File: src/rtl/gpio_led_sequencer_if.sv
// gpio_led_sequencer_if: configuration, trigger and output words of gpio_led_sequencer.
interface gpio_led_sequencer_if #(
    parameter int DATA_WIDTH     = 32,
    parameter int PRESCALE_WIDTH = 32
);
    logic                      cfg_valid;
    logic [1:0]                cfg_mode;
    logic [PRESCALE_WIDTH-1:0] cfg_period;
    logic [DATA_WIDTH-1:0]     cfg_pattern;
    logic [15:0]               cfg_pulse_len;
    logic                      trig_in;
    logic [DATA_WIDTH-1:0]     led_out;
    logic [DATA_WIDTH-1:0]     exp_out;
    logic                      busy;
    modport master (
        output cfg_valid, cfg_mode, cfg_period, cfg_pattern, cfg_pulse_len, trig_in,
        input  led_out, exp_out, busy
    );
    modport slave (
        input  cfg_valid, cfg_mode, cfg_period, cfg_pattern, cfg_pulse_len, trig_in,
        output led_out, exp_out, busy
    );
endinterface

File: src/rtl/gpio_led_sequencer.sv
// gpio_led_sequencer: prescaled LED pattern generator with one-shot pulse and step strobe.
module gpio_led_sequencer #(
    parameter int DATA_WIDTH     = 32,
    parameter int PRESCALE_WIDTH = 32
) (
    input logic                 clk,
    input logic                 rst,
    gpio_led_sequencer_if.slave bus
);
    typedef enum logic {IDLE, PULSE} state_t;
    state_t                    state, state_nx;
    logic [15:0]               pcnt, pcnt_nx;
    logic [1:0]                mode_r;
    logic [PRESCALE_WIDTH-1:0] period_r, cnt;
    logic [DATA_WIDTH-1:0]     pattern_r, led_r, led_step;
    logic                      phase, trig_d, tick, tick_r, start;

    assign tick = cnt == period_r;
    assign start = bus.trig_in & ~trig_d & (bus.cfg_pulse_len != 16'd0);
    assign led_step = mode_r == 2'd0 ? pattern_r :
                      mode_r == 2'd1 ? (phase ? '0 : pattern_r) :
                      mode_r == 2'd2 ? {led_r[DATA_WIDTH-2:0], led_r[DATA_WIDTH-1]} :
                                       led_r + 1'b1;

    // A trigger on the final pulse cycle reloads, giving back-to-back pulses.
    always_comb begin
        state_nx = state;
        pcnt_nx  = pcnt;
        if (start && (state == IDLE || pcnt == 16'd0)) begin
            state_nx = PULSE;
            pcnt_nx  = bus.cfg_pulse_len - 16'd1;
        end else if (state == PULSE) begin
            state_nx = pcnt == 16'd0 ? IDLE : PULSE;
            pcnt_nx  = pcnt == 16'd0 ? 16'd0 : pcnt - 16'd1;
        end
    end

    always_ff @(posedge clk) begin
        if (rst) begin
            state <= IDLE;
            pcnt  <= '0;
        end else begin
            state <= state_nx;
            pcnt  <= pcnt_nx;
        end
    end

    always_ff @(posedge clk) begin
        if (rst) begin
            mode_r    <= '0;
            period_r  <= '0;
            pattern_r <= '0;
            cnt       <= '0;
            led_r     <= '0;
            phase     <= 1'b1;
            trig_d    <= 1'b1;
            tick_r    <= 1'b0;
        end else begin
            trig_d <= bus.trig_in;
            tick_r <= tick & ~bus.cfg_valid;
            if (bus.cfg_valid) begin
                mode_r    <= bus.cfg_mode;
                period_r  <= bus.cfg_period;
                pattern_r <= bus.cfg_pattern;
                cnt       <= '0;
                led_r     <= bus.cfg_pattern;
                phase     <= 1'b1;
            end else begin
                cnt <= tick ? '0 : cnt + 1'b1;
                if (tick) begin
                    led_r <= led_step;
                    phase <= ~phase;
                end
            end
        end
    end

    assign bus.led_out = led_r;
    assign bus.busy    = state == PULSE;
    assign bus.exp_out = {{(DATA_WIDTH-2){1'b0}}, tick_r, state == PULSE};
endmodule

File: src/flat_wrapper.sv
// flat-port wrapper written by rule: the top's interface ports become plain ports
module gpio_led_sequencer_flat 
#(
    parameter int DATA_WIDTH     = 32,
    parameter int PRESCALE_WIDTH = 32
)
  (clk, rst, bus_cfg_valid, bus_cfg_mode, bus_cfg_period, bus_cfg_pattern, bus_cfg_pulse_len, bus_trig_in, bus_led_out, bus_exp_out, bus_busy);
  gpio_led_sequencer_if #(.DATA_WIDTH(DATA_WIDTH), .PRESCALE_WIDTH(PRESCALE_WIDTH)) bus_i ();
  input logic clk;
  input logic rst;
  input wire logic [$bits(bus_i.cfg_valid)-1:0] bus_cfg_valid;
  input wire logic [$bits(bus_i.cfg_mode)-1:0] bus_cfg_mode;
  input wire logic [$bits(bus_i.cfg_period)-1:0] bus_cfg_period;
  input wire logic [$bits(bus_i.cfg_pattern)-1:0] bus_cfg_pattern;
  input wire logic [$bits(bus_i.cfg_pulse_len)-1:0] bus_cfg_pulse_len;
  input wire logic [$bits(bus_i.trig_in)-1:0] bus_trig_in;
  output wire logic [$bits(bus_i.led_out)-1:0] bus_led_out;
  output wire logic [$bits(bus_i.exp_out)-1:0] bus_exp_out;
  output wire logic [$bits(bus_i.busy)-1:0] bus_busy;
  assign bus_i.cfg_valid = bus_cfg_valid;
  assign bus_i.cfg_mode = bus_cfg_mode;
  assign bus_i.cfg_period = bus_cfg_period;
  assign bus_i.cfg_pattern = bus_cfg_pattern;
  assign bus_i.cfg_pulse_len = bus_cfg_pulse_len;
  assign bus_i.trig_in = bus_trig_in;
  assign bus_led_out = bus_i.led_out;
  assign bus_exp_out = bus_i.exp_out;
  assign bus_busy = bus_i.busy;
  gpio_led_sequencer #(.DATA_WIDTH(DATA_WIDTH), .PRESCALE_WIDTH(PRESCALE_WIDTH)) u_core (.clk(clk), .rst(rst), .bus(bus_i));
endmodule
File: config.mk
export PLATFORM = sky130hd
export DESIGN_NAME = gpio_led_sequencer_flat
export DESIGN_NICKNAME = d
export VERILOG_FILES = /design/src/rtl/gpio_led_sequencer_if.sv /design/src/rtl/gpio_led_sequencer.sv /design/src/flat_wrapper.sv
export SDC_FILE = /design/constraint.sdc
export NUM_CORES = 1
export LEC_CHECK = 0
export CAP_MARGIN = 20
export CELL_PAD_IN_SITES_DETAIL_PLACEMENT = 1
export CELL_PAD_IN_SITES_GLOBAL_PLACEMENT = 1
export CORE_MARGIN = 2
export CORE_UTILIZATION = 42
export DETAILED_ROUTE_END_ITERATION = 10
export MAX_ROUTING_LAYER = met4
export PLACE_DENSITY_LB_ADDON = 0.2
export SLEW_MARGIN = 20
export SYNTH_ARGS = -nofsm -noshare
export SYNTH_HDL_FRONTEND = slang
export SYNTH_SLANG_ARGS = --single-unit
File: constraint.sdc
create_clock -name clk -period 6.3 [get_ports clk]
set_input_delay 1.575 -clock clk [delete_from_list [all_inputs] [get_ports clk]]
set_output_delay 1.575 -clock clk [all_outputs]
set_load 0.05 [all_outputs]
; Yosys cells after proc, flatten, opt, wreduce, memory -nomap -nowiden
; Index checks and enable logic that the tools add are counted.
[word_totals]
ramBits = 0
out_inout_bits = 65
mem_bits_ro = 0
register_bits = 150
mem_count = 0
latch_bits = 0
[op_classes]
muxes = 12
n_shift = 0
n_lt_le_gt_ge = 0
n_div = 0
reduce_logical = 9
addsub = 4
n_bitwise = 7
mul = 0
eq_ne = 3
[ops]
columns = cell, count
row1 = two-way mux 32 bit, 6
row2 = "adder 32 x 1 -> 32 bit, second input constant", 2
row3 = two-way mux 16 bit, 3
row4 = equality test 32 bit, 1
row5 = "subtractor 16 x 1 -> 16 bit, second input constant", 2
row6 = zero test 16 bit, 1
row7 = nonzero test 16 bit, 1
row8 = inverter 1 bit, 4
row9 = nonzero test 2 bit, 2
row10 = AND 1 bit, 3
row11 = two-way mux 1 bit, 3
row12 = OR reduction 3 bit, 1
row13 = "equality test 2 x 1 -> 1 bit, second input constant", 1
row14 = "equality test 2 bit, second input constant", 1
row15 = zero test 2 bit, 1
row16 = OR reduction 2 bit, 1
row17 = logical AND 1 bit, 1
row18 = logical OR 1 bit, 1

; Depth between registers and ports, before layout
[logic_depth]
ltp_word = 6
depth_mapped = 9
mapped_depth_nobuf = 8

; Worst setup path after synthesis
; No wires, ideal clock.
[synth_timing]
path_kind = input to register
start = in bus_cfg_pulse_len[7]
end = reg u_core.pcnt[14]
stages = 6
arrival_ns = 2.965
setup_time_ns = 0.132
path_buffers = 0
slack_ns = 3.203
cell_sequence = or4_1 or3_1 nor3_1 xor2_1 a22oi_1 a21oi_1
[synth_between]
elab_chain_cells = 4
word_cells_on_any_way = 6
cone_classes = 1 x add/sub / 1 x mux / 1 x bitwise / 3 x reduce/logical
[synth_rtl]
columns = element, line_no
row1 = "start, declared", flat_wrapper.sv:15  ; input wire logic [$bits(bus_i.cfg_pulse_len)-1:0] bus_cfg_pulse_len;
row2 = branches (longest 4 deep; another with subtractor 16 x 1 -> 16 bit), -
row3 = "end signal, assigned", gpio_led_sequencer.sv:44  ; pcnt <= pcnt_nx;
row4 = "end, declared", gpio_led_sequencer.sv:12  ; logic [15:0] pcnt, pcnt_nx;
; Several ways; the timed one is not identified.
; A chain may end at the register's enable or synchronous reset.

; Worst setup path in the final report
[layout_timing]
start = reg u_core.state (netlist: u_core.bus.busy)
end = out bus_exp_out[0]
[layout_rtl]
columns = element, line_no
row1 = "start, declared", gpio_led_sequencer.sv:11  ; state_t state, state_nx;
row2 = "start signal, assigned", gpio_led_sequencer.sv:43  ; state <= state_nx;
row3 = "end, declared", flat_wrapper.sv:18  ; output wire logic [$bits(bus_i.exp_out)-1:0] bus_exp_out;
; No word-level cell between the ends.

==> flow_summary.toml <==
[status]
status = "finished clean"

[routing]
drc_errors = 0
dr.pass1.iters = 4
drtIter0Drc = 427
via_per_inst = 5.64
postRouteAntennaNets = 0
drt_wl_total_um = 24000
vias = 7453
detail_route.wl_per_cell_um = 18.2

[floorplanning]
boundaryPins = 151
die_width_um = 143
initial_utilization_pct = 43.1
rows = 50
die_h_um = 143
dieArea_um2 = 20500
coreArea_um2 = 18900

[final_layout]
utilization_pct = 52.8
final_area_um2 = 9970
n_antenna_cell = 0
fillers = 2258
layout-drive-gt1-share_pct = 5.18
area_delta_synth_final_pct = 22.5
final_cell_mix = "dfxtp_1 (150), nor2_1 (143), clkdlybuf4s50_1 (118)"
layout.cells.non_filler = 1321
final_common_cell = "dfxtp_1"
nets = 1139

[sta]
worst_slew_pin_slew_ns = 0.954
relSlewSlack_pct = 35.8
setup_viol = 0
worst_hold_slack_ns = 0.471
min_period_over_period_pct = 58.6
clock_skew_ns = 0.0104
hold_violations = 0
min_period_ns = 3.69
rsz0062_at_grt = "false"
slew_violations = 0
fmax_mhz = 271
fin_setup_tns_ns = 0

[clock_tree]
cts_buffers = 17
clk_latency_ns = 0.43
clkTransAtPathRegs_ns = 0.06
hold_buffers = 0
postCtsSetupBuffers = 0
root_buffer = "clkbuf_16"
cts.sinks = 150
clock_path_buffers = 2
cts-resized-gates = 0
htree_levels = 4
cts_tree = "yes"

[synthesis]
ys_seq_elements = 150
synthFlopType = "dfxtp_1"
netlist_area_um2 = 8150
syn_avg_cell_area_um2 = 8.44
synth-edff-count = 0
yosysWarnings = 0
synthDistinctLibCells = 66
synthesis.instances = 965
synth-async-reset-ratio_pct = 0
synth-seq-area-share_pct = 36.9

[global_route]
antenna_found_initial = 0
grt_pass1_wl_um = 38600
overflow = 0
grtUsageTotal_pct = 24.3
grt_max_degree = 63
grt_pass1_vias = 7558

[power]
combPwrFrac_pct = 17.1
switching_power_mw = 0.763
clockPowerShare_pct = 42.3
peakVddDrop_mv = 0.200
p_sw_share_pct = 29.3
p_int_mw = 1.84
leakage_nw = 3.58
seqPwrFrac_pct = 40.5
powerDensity_nw_per_um2 = 261

[place]
globalplace.congestion = 0.827
dpl.hpwl_um = 16700
dp.cells = 1289
io_buffers = 120
placed_area_um2 = 9350

[critical_path]
cp_max_fo = 19
start_kind = "register"
critPathRequiredTime_ns = 4.72
cp-startpoint = "u_core.bus.busy"
arrival_ns = 2.12
crit_family = "buffers and inverters"
cp_num_buf_inv = 1
r2r_start = "u_core.pcnt[0]"
critPathCaptureType = "primary output"
path_cells = "clkdlybuf4s50_1"
critical-path-slowest-cell = "clkdlybuf4s50_1"
max_stage_delay_ns = 0.93
worst-setup-path-type = "register to primary output"

[hold_path]
hp-start = "u_core.cnt[0]"
hold_class = "register to register"

[run]
drv_cap = 0
==> registers in the layout (all words and copies together) (netlist names) <==
register            flops
u_core.bus.busy         1
u_core.bus.led_out     32
u_core.cnt             32
u_core.mode_r           2
u_core.pattern_r       32
u_core.pcnt            16
u_core.period_r        32
u_core.phase            1
u_core.tick_r           1
u_core.trig_d           1
==> metal layers <==
metal	up-vias	global-route usage, %	wire length, µm
li1	3595	-	-
met4	0	7.43	444
met3	35	3.99	932
met5	-	-	0
met1	3661	29.1	10700
met2	162	41.9	11900
==> cell families after synthesis <==
family | count (synthesis) | share of synthesized area, %
simple gates | 343 | 20.4
buf+inv | 116 | 7.14
fa+ha+maj | 5 | 0.768
mux | 71 | 8.73
flops | 150 | 36.9
xor+xnor | 85 | 9.14
compound gates | 194 | 16.9
other cells | 1 | 0.0460
==> layout make-up <==
| cell class | instances | area (µm²) | area share [%] |
|---|---|---|---|
| inverter | 25 | 93.8 | 0.941 |
| tap | 260 | 325 | 3.26 |
| sequential | 150 | 3000 | 30.1 |
| multi-input combinational | 728 | 4680 | 47.0 |
| clock buffer | 17 | 425 | 4.26 |
| timing repair buffer | 126 | 1240 | 12.4 |
| clock inverter | 15 | 201 | 2.02 |
==> Yosys cell counts, types with 6 or more instances <==
cell,number,area (µm²)
a22oi_1,14,105
and4_1,6,52.6
a211oi_1,7,52.6
nand3_1,28,140
nor2b_1,8,50.1
nor2_1,143,537
a31oi_1,9,56.3
or3_1,7,43.8
a21oi_1,44,220
o31ai_1,8,60.1
nand4_1,30,188
nand2b_1,10,62.6
xor2_1,22,193
clkbuf_1,47,176
o221ai_1,6,52.6
nand2_1,51,191
inv_1,23,86.3
nor3_1,17,85.1
o21ai_0,33,165
and3_1,6,37.5
nor4_1,16,100
buf_2,9,45.0
xnor2_1,63,552
a221oi_1,11,96.3
a222oi_1,12,120
a21o_1,7,52.6
dfxtp_1,150,3000
buf_4,34,255
mux2i_1,71,711
==> power by group through the flow <==
stage / sequential (mW) / combinational, mW / clock (mW)
detailed placement: 1.07 / 0.444 / 0
floorplan: 1.10 / 0.277 / 0
global placement: 1.07 / 0.436 / 0
finish: 1.05 / 0.446 / 1.10
global route: 1.06 / 0.483 / 1.16
CTS: 1.05 / 0.447 / 1.12
==> stage by stage <==
stage	setup WS [ns]	power, mW
after floorplan	3.20	1.37
after detailed placement	2.15	1.52
after CTS	2.60	2.62
after global routing	2.33	2.71
final	2.61	2.60
after global placement	2.25	1.51
==> worst paths after layout <==
path	end	slack (ns)	cells past startpoint
setup / recovery	bus_exp_out[0]	2.61	1
hold / removal	u_core.cnt[0]	0.47	1
setup reg to reg	u_core.pcnt[2]	3.25	8
hold reg to reg	u_core.cnt[0]	0.47	1
Power figures use the tool's default switching activity.
